### config.mk
export PLATFORM = sky130hd
export DESIGN_NAME = mem_port_arbiter_flat
export DESIGN_NICKNAME = d
export VERILOG_FILES = /design/src/rtl/mem_port_arbiter_if.sv /design/src/rtl/mem_port_arbiter.sv /design/src/flat_wrapper.sv
export SDC_FILE = /design/constraint.sdc
export NUM_CORES = 1
export LEC_CHECK = 0
export BUFFER_PORTS_ARGS = -buffer_cell sky130_fd_sc_hd__clkbuf_2
export CAP_MARGIN = 20
export CORE_AREA = 2 2 107 109
export DETAILED_ROUTE_END_ITERATION = 8
export DIE_AREA = 0 0 109 111
export SKIP_CTS_REPAIR_TIMING = 1
export SYNTH_ARGS = -nofsm -noshare
export SYNTH_HDL_FRONTEND = slang
export SYNTH_SLANG_ARGS = --single-unit
### constraint.sdc
create_clock -name clk -period 1.9 [get_ports clk]
set_input_delay 0.095 -clock clk [delete_from_list [all_inputs] [get_ports clk]]
set_output_delay 0.095 -clock clk [all_outputs]
set_load 0.03 [all_outputs]
### src/rtl/mem_port_arbiter_if.sv
// Bus bundle between the two cache requesters, the arbiter and the backing
// memory. The arbiter takes the slave view; the environment (caches and
// memory model) takes the master view.
interface mem_port_arbiter_if #(
  parameter int ADDR_W = 32,
  parameter int DATA_W = 32,
  parameter int BEATS  = 4
);
  localparam int BEAT_W = $clog2(BEATS);

  // instruction-cache refill port (read only)
  logic              i_req;
  logic [ADDR_W-1:0] i_addr;
  logic              i_gnt;
  logic              i_rvalid;
  logic [DATA_W-1:0] i_rdata;
  logic              i_done;

  // data-cache port (read or write line bursts)
  logic              d_req;
  logic              d_we;
  logic [ADDR_W-1:0] d_addr;
  logic [DATA_W-1:0] d_wdata;
  logic              d_gnt;
  logic              d_rvalid;
  logic [DATA_W-1:0] d_rdata;
  logic              d_wnext;
  logic              d_done;

  // beat index of the active burst
  logic [BEAT_W-1:0] beat;

  // backing-memory port
  logic              mem_req;
  logic              mem_we;
  logic [ADDR_W-1:0] mem_addr;
  logic [DATA_W-1:0] mem_wdata;
  logic [DATA_W-1:0] mem_rdata;
  logic              mem_ready;

  modport slave (
    input  i_req, i_addr, d_req, d_we, d_addr, d_wdata, mem_rdata, mem_ready,
    output i_gnt, i_rvalid, i_rdata, i_done,
    output d_gnt, d_rvalid, d_rdata, d_wnext, d_done,
    output beat, mem_req, mem_we, mem_addr, mem_wdata
  );

  modport master (
    output i_req, i_addr, d_req, d_we, d_addr, d_wdata, mem_rdata, mem_ready,
    input  i_gnt, i_rvalid, i_rdata, i_done,
    input  d_gnt, d_rvalid, d_rdata, d_wnext, d_done,
    input  beat, mem_req, mem_we, mem_addr, mem_wdata
  );
endinterface

### src/rtl/mem_port_arbiter.sv
// Two-requester line-burst arbiter: an instruction-cache refill port and a
// data-cache read/write port share one backing memory. Ties are broken in
// favour of whoever did not own the previous burst. Each burst moves BEATS
// words at consecutive word addresses inside one aligned line, then spends
// one DONE cycle pulsing the owner's done before arbitration reopens.
module mem_port_arbiter #(
  parameter int ADDR_W = 32,
  parameter int DATA_W = 32,
  parameter int BEATS  = 4
) (
  input  logic                 clk,
  input  logic                 reset,
  mem_port_arbiter_if.slave    bus
);
  localparam int BEAT_W = $clog2(BEATS);
  localparam int LINE_W = ADDR_W - BEAT_W - 2;
  localparam logic [BEAT_W-1:0] LAST_BEAT = BEAT_W'(BEATS - 1);
  localparam logic OWN_I = 1'b0;
  localparam logic OWN_D = 1'b1;

  typedef enum logic [1:0] {
    IDLE  = 2'd0,
    BURST = 2'd1,
    DONE  = 2'd2
  } state_t;

  state_t             state_r, state_s;
  logic [BEAT_W-1:0]  beat_r, beat_s;
  logic               owner_r, owner_s;
  logic               last_owner_r, last_owner_s;
  logic [LINE_W-1:0]  line_r, line_s;
  logic               we_r, we_s;
  logic               pick_d_s;
  logic               beat_done_s;
  logic               in_burst_s;
  logic               in_done_s;
  logic               active_s;

  // State registers; reset aborts any burst and makes D win the first tie.
  always_ff @(posedge clk or negedge reset) begin
    if (!reset) begin
      state_r      <= IDLE;
      beat_r       <= {BEAT_W{1'b0}};
      owner_r      <= OWN_I;
      last_owner_r <= OWN_I;
      line_r       <= {LINE_W{1'b0}};
      we_r         <= 1'b0;
    end else begin
      state_r      <= state_s;
      beat_r       <= beat_s;
      owner_r      <= owner_s;
      last_owner_r <= last_owner_s;
      line_r       <= line_s;
      we_r         <= we_s;
    end
  end

  // Arbitration choice: a lone requester wins, a tie goes to the non-last owner.
  always_comb begin
    pick_d_s = 1'b0;
    if (bus.i_req && bus.d_req) begin
      pick_d_s = (last_owner_r == OWN_I);
    end else if (bus.d_req) begin
      pick_d_s = 1'b1;
    end else begin
      pick_d_s = 1'b0;
    end
  end

  // Next-state logic: latch owner/line/write flag on grant, step beats on ready.
  always_comb begin
    state_s      = state_r;
    beat_s       = beat_r;
    owner_s      = owner_r;
    last_owner_s = last_owner_r;
    line_s       = line_r;
    we_s         = we_r;
    case (state_r)
      IDLE: begin
        if (bus.i_req || bus.d_req) begin
          owner_s      = pick_d_s ? OWN_D : OWN_I;
          last_owner_s = pick_d_s ? OWN_D : OWN_I;
          line_s       = pick_d_s ? bus.d_addr[ADDR_W-1:BEAT_W+2]
                                  : bus.i_addr[ADDR_W-1:BEAT_W+2];
          we_s         = pick_d_s ? bus.d_we : 1'b0;
          beat_s       = {BEAT_W{1'b0}};
          state_s      = BURST;
        end else begin
          state_s      = IDLE;
        end
      end
      BURST: begin
        // the last beat parks the counter; DONE follows with no extra beat
        if (beat_done_s) begin
          if (beat_r == LAST_BEAT) begin
            state_s = DONE;
          end else begin
            beat_s  = beat_r + BEAT_W'(1'b1);
          end
        end else begin
          state_s = BURST;
        end
      end
      DONE: begin
        state_s = IDLE;
      end
      default: begin
        state_s = IDLE;
      end
    endcase
  end

  assign in_burst_s  = (state_r == BURST);
  assign in_done_s   = (state_r == DONE);
  assign active_s    = in_burst_s || in_done_s;
  assign beat_done_s = in_burst_s && bus.mem_ready;

  // Grants and done pulses decode straight from registered state.
  assign bus.i_gnt    = active_s && (owner_r == OWN_I);
  assign bus.d_gnt    = active_s && (owner_r == OWN_D);
  assign bus.i_done   = in_done_s && (owner_r == OWN_I);
  assign bus.d_done   = in_done_s && (owner_r == OWN_D);

  // Beat strobes follow the memory handshake in the same cycle.
  assign bus.i_rvalid = beat_done_s && (owner_r == OWN_I);
  assign bus.d_rvalid = beat_done_s && (owner_r == OWN_D) && !we_r;
  assign bus.d_wnext  = beat_done_s && (owner_r == OWN_D) && we_r;
  assign bus.i_rdata  = bus.mem_rdata;
  assign bus.d_rdata  = bus.mem_rdata;

  // Memory port: line-aligned address with the beat index as word offset.
  assign bus.beat      = beat_r;
  assign bus.mem_req   = in_burst_s;
  assign bus.mem_we    = in_burst_s && we_r;
  assign bus.mem_addr  = {line_r, beat_r, 2'b00};
  assign bus.mem_wdata = bus.d_wdata;
endmodule

### src/flat_wrapper.sv
// flat-port wrapper written by rule: the top's interface ports become plain ports
module mem_port_arbiter_flat 
#(
  parameter int ADDR_W = 32,
  parameter int DATA_W = 32,
  parameter int BEATS  = 4
)
  (clk, reset, bus_i_req, bus_i_addr, bus_d_req, bus_d_we, bus_d_addr, bus_d_wdata, bus_mem_rdata, bus_mem_ready, bus_i_gnt, bus_i_rvalid, bus_i_rdata, bus_i_done, bus_d_gnt, bus_d_rvalid, bus_d_rdata, bus_d_wnext, bus_d_done, bus_beat, bus_mem_req, bus_mem_we, bus_mem_addr, bus_mem_wdata);
  mem_port_arbiter_if #(.ADDR_W(ADDR_W), .DATA_W(DATA_W), .BEATS(BEATS)) bus_i ();
  input  logic clk;
  input  logic reset;
  input wire logic [$bits(bus_i.i_req)-1:0] bus_i_req;
  input wire logic [$bits(bus_i.i_addr)-1:0] bus_i_addr;
  input wire logic [$bits(bus_i.d_req)-1:0] bus_d_req;
  input wire logic [$bits(bus_i.d_we)-1:0] bus_d_we;
  input wire logic [$bits(bus_i.d_addr)-1:0] bus_d_addr;
  input wire logic [$bits(bus_i.d_wdata)-1:0] bus_d_wdata;
  input wire logic [$bits(bus_i.mem_rdata)-1:0] bus_mem_rdata;
  input wire logic [$bits(bus_i.mem_ready)-1:0] bus_mem_ready;
  output wire logic [$bits(bus_i.i_gnt)-1:0] bus_i_gnt;
  output wire logic [$bits(bus_i.i_rvalid)-1:0] bus_i_rvalid;
  output wire logic [$bits(bus_i.i_rdata)-1:0] bus_i_rdata;
  output wire logic [$bits(bus_i.i_done)-1:0] bus_i_done;
  output wire logic [$bits(bus_i.d_gnt)-1:0] bus_d_gnt;
  output wire logic [$bits(bus_i.d_rvalid)-1:0] bus_d_rvalid;
  output wire logic [$bits(bus_i.d_rdata)-1:0] bus_d_rdata;
  output wire logic [$bits(bus_i.d_wnext)-1:0] bus_d_wnext;
  output wire logic [$bits(bus_i.d_done)-1:0] bus_d_done;
  output wire logic [$bits(bus_i.beat)-1:0] bus_beat;
  output wire logic [$bits(bus_i.mem_req)-1:0] bus_mem_req;
  output wire logic [$bits(bus_i.mem_we)-1:0] bus_mem_we;
  output wire logic [$bits(bus_i.mem_addr)-1:0] bus_mem_addr;
  output wire logic [$bits(bus_i.mem_wdata)-1:0] bus_mem_wdata;
  assign bus_i.i_req = bus_i_req;
  assign bus_i.i_addr = bus_i_addr;
  assign bus_i.d_req = bus_d_req;
  assign bus_i.d_we = bus_d_we;
  assign bus_i.d_addr = bus_d_addr;
  assign bus_i.d_wdata = bus_d_wdata;
  assign bus_i.mem_rdata = bus_mem_rdata;
  assign bus_i.mem_ready = bus_mem_ready;
  assign bus_i_gnt = bus_i.i_gnt;
  assign bus_i_rvalid = bus_i.i_rvalid;
  assign bus_i_rdata = bus_i.i_rdata;
  assign bus_i_done = bus_i.i_done;
  assign bus_d_gnt = bus_i.d_gnt;
  assign bus_d_rvalid = bus_i.d_rvalid;
  assign bus_d_rdata = bus_i.d_rdata;
  assign bus_d_wnext = bus_i.d_wnext;
  assign bus_d_done = bus_i.d_done;
  assign bus_beat = bus_i.beat;
  assign bus_mem_req = bus_i.mem_req;
  assign bus_mem_we = bus_i.mem_we;
  assign bus_mem_addr = bus_i.mem_addr;
  assign bus_mem_wdata = bus_i.mem_wdata;
  mem_port_arbiter #(.ADDR_W(ADDR_W), .DATA_W(DATA_W), .BEATS(BEATS)) u_core (.clk(clk), .reset(reset), .bus(bus_i));
endmodule
==> impl_results.md <==
* Status: completed
* Synthesized area at 2460 um2
* Sequential area share after synthesis at 34.6%
* Via count at 1672
* Die Height at 111 um
* Number of synthesized flops with an enable pin at 0
* Setup crit end kind: output port
* Top cells by count, synth: buf_4 (101), dfrtp_1 (34), nand2_1 (30)
* Synth Instances at roughly 270
* H-tree depth at 2
* Residual DRC at 0
* Initial Util at 22.2%
* Most numerous cell in the Yosys netlist: buf_4
* Post-placement cell area at 2420 um2
* Post-synth top area share at around a third
* Max-cap viol count at 0
* Tcrit/Tclk final at between 80% and 90%
* Crit path max fanout at 6
* Synth Area in Compound Gates at 8.41%
* Root Buffer: clkbuf_16
* Number of buffers added on ports at 102
* Clk_skew at 0.00361 ns
* Finish-stage setup viols at 0
* Post-Layout Inst Area at 2580 um2
* IO Pins at 273
* DPL Wire Length at 4190 um
* Die W at 109 um
* Synth cell types at 25
* Clock buffer depth at 2
* Vias per cell at 3.98
* Fin nets at 415
* Area leader, netlist: dfrtp_1
* Initial DRC count at 47
* Post-synthesis register bit count at 34
* CP arrival at 1.54 ns
* Slew headroom at a little over half
* Max Slew Vio Count at 0
* Most used flip-flop cell after synthesis: dfrtp_1
* Leakage at 1.32 nW
* RSZ-0062 raised after global routing: false
* GRT Total Usage at between 8 and 9%
* Vias in the first global route at 1685
* Area of the core at approximately 11000 um2
* F_max at 610 MHz
* Least-Margin Pin Slew at between 0.7 and 0.8 ns
* Synth Warn # at 0
* Worst EP required at between 1.5 and 2 ns
* Share of cells above drive strength 1 at 42.6%
* Clk sinks at 34
* Largest family of logic cells by synthesized area: buffers and inverters
* XOR/XNOR Fraction of Synth Area at 0%
* Ant. Diodes at 0
* Synth area leaders: dfrtp_1 (35%), buf_4 (31%), mux2i_1 (12%), o21ai_1 (5.9%), nand2_1 (4.6%)
* CTS tree: built
* Row count at 39
* WL per Instance at 12.6 um
* Final min period at between 1.5 and 2 ns
* Hold crit path type: in -> reg
* Global-route wire length before repair at between 8000 and 9000 um
* Mean post-synth cell area at between 9 and 10 um2
* Mux share of post-synthesis cell area at 12.3%
* Initial antenna violation count at 0
* CP Class: reg -> out
* Worst-path clk slew at 0.06 ns
* Final hold violations at 0
* Placer Congestion at 0.717
* 1st-pass router iterations at 4
* VDD IR max at 0.488 mV
* Area growth syn-to-layout at 5.15%
* Largest net degree at the start of global routing at 32
* DRT antenna net count at 0
* Overflow after GRT at 0
* Startpoint type of the worst setup path: register
* Simple-gate share of the synthesized area at 8.91%
* Pwr dens at 1750 nW/um2
* Post-Route WL at 5290 um
* CTS Buf Count at 5
* Post-Synth Adder-Cell Area at 2.55%
* Setup_tns at 0 ns
* Clk_lat worst skew at 0.28 ns
* Die Area at 12100 um2
* Async SR Flop Fraction at 100%
[cell usage in the layout, fill, tap and decap left out]
master / instances
nand3_1: 4
nand2_1: 30
clkbuf_8: 1
o21ai_4: 1
buf_12: 1
a21boi_4: 1
clkbuf_1: 1
nor2b_1: 5
clkbuf_2: 102
o21ai_0: 2
o311ai_1: 1
clkbuf_16: 5
ha_1: 5
o21ai_1: 28
dlygate4sd3_1: 1
mux2_2: 1
a21oi_1: 3
dfrtp_1: 34
a32o_1: 1
and2_1: 3
nor2_1: 3
inv_1: 3
a31oi_1: 1
nand3b_1: 1
nor3b_1: 1
or4b_1: 1
mux2i_1: 29
buf_4: 5
clkinv_2: 1
conb_1: 2
[through the flow]
step	hold WS, ns	power, mW	std cells	utilization [%]	setup slack, ns
floorplan	-0.201	3.37	269	-	0.192
global placement	0.183	3.69	411	21.9	0.309
detailed placement	0.186	3.75	411	21.9	0.278
CTS	-0.108	4.61	419	23.2	0.244
global route	0.0780	4.90	420	23.3	0.118
finish	0.0705	4.52	420	23.3	0.262
[metal layers]
metal	vias to the layer above	wire length (um)	GRT usage, %
li1	792	-	-
met1	752	2020	9.07
met2	86	2510	14.7
met3	42	480	3.12
met4	0	274	5.64
met5	-	0	0
[area by class of cell]
cell class                 instances  area [um2]
clock inverter                     1        5.00
inverter                           3        11.3
timing repair buffer             109         578
tap                              143         179
fill                            1187        8490
multi-input combinational        123         816
sequential                        34         851
clock buffer                       7         143
[final timing paths]
check / from / end / slack, ns / cells past startpoint
worst min-delay path: bus_mem_ready / u_core.state_r[0]$_DFFE_PN0P_ / 0.07 / 2
worst min register to register: u_core.line_r[0]$_DFFE_PN0P_ / u_core.line_r[0]$_DFFE_PN0P_ / 0.48 / 2
worst max register to register: u_core.state_r[0]$_DFFE_PN0P_ / u_core.bus.beat[0]$_DFFE_PN0P_ / 0.28 / 5
worst max-delay path: u_core.state_r[1]$_DFFE_PN0P_ / bus_d_rvalid / 0.26 / 6
max in group asynchronous: reset / u_core.line_r[26]$_DFFE_PN0P_ / 0.87 / 3
min in group asynchronous: reset / u_core.owner_r$_DFFE_PN0P_ / 0.41 / 2
[where the power goes]
| part | switching [mW] | internal (mW) | total [mW] | leakage, nW |
|---|---|---|---|---|
| registers | 0.231 | 1.08 | 1.31 | 0.420 |
| clock network | 0.311 | 0.520 | 0.832 | 0.0739 |
| logic | 1.59 | 0.788 | 2.38 | 0.828 |
| total | 2.14 | 2.39 | 4.52 | 1.32 |
[cell families (layout without fill, tap and decap cells)]
| family | Yosys count | count (layout) |
|---|---|---|
| AND/OR/NAND/NOR | 48 | 48 |
| multiplexers | 30 | 30 |
| other | 1 | 2 |
| flip-flops | 34 | 34 |
| AO/OA/AOI/OAI | 38 | 38 |
| buffers and inverters | 112 | 120 |
| adder cells (fa/ha/maj) | 5 | 5 |
[worst max-delay path: stages, from the launching register on]
cell and delay [ns]:
dfrtp_1 0.38, inv_1 0.12, ha_1 0.17, buf_4 0.14, nand3_1 0.12, nor2_1 0.13
clkbuf_2 0.22
[flip-flops by register name, summed over array words and instances (netlist names)]
signal / flops
u_core.owner_r: 1
u_core.state_r: 2
u_core.we_r: 1
u_core.bus.beat: 2
u_core.line_r: 28
(Power assumes the default switching activity.)
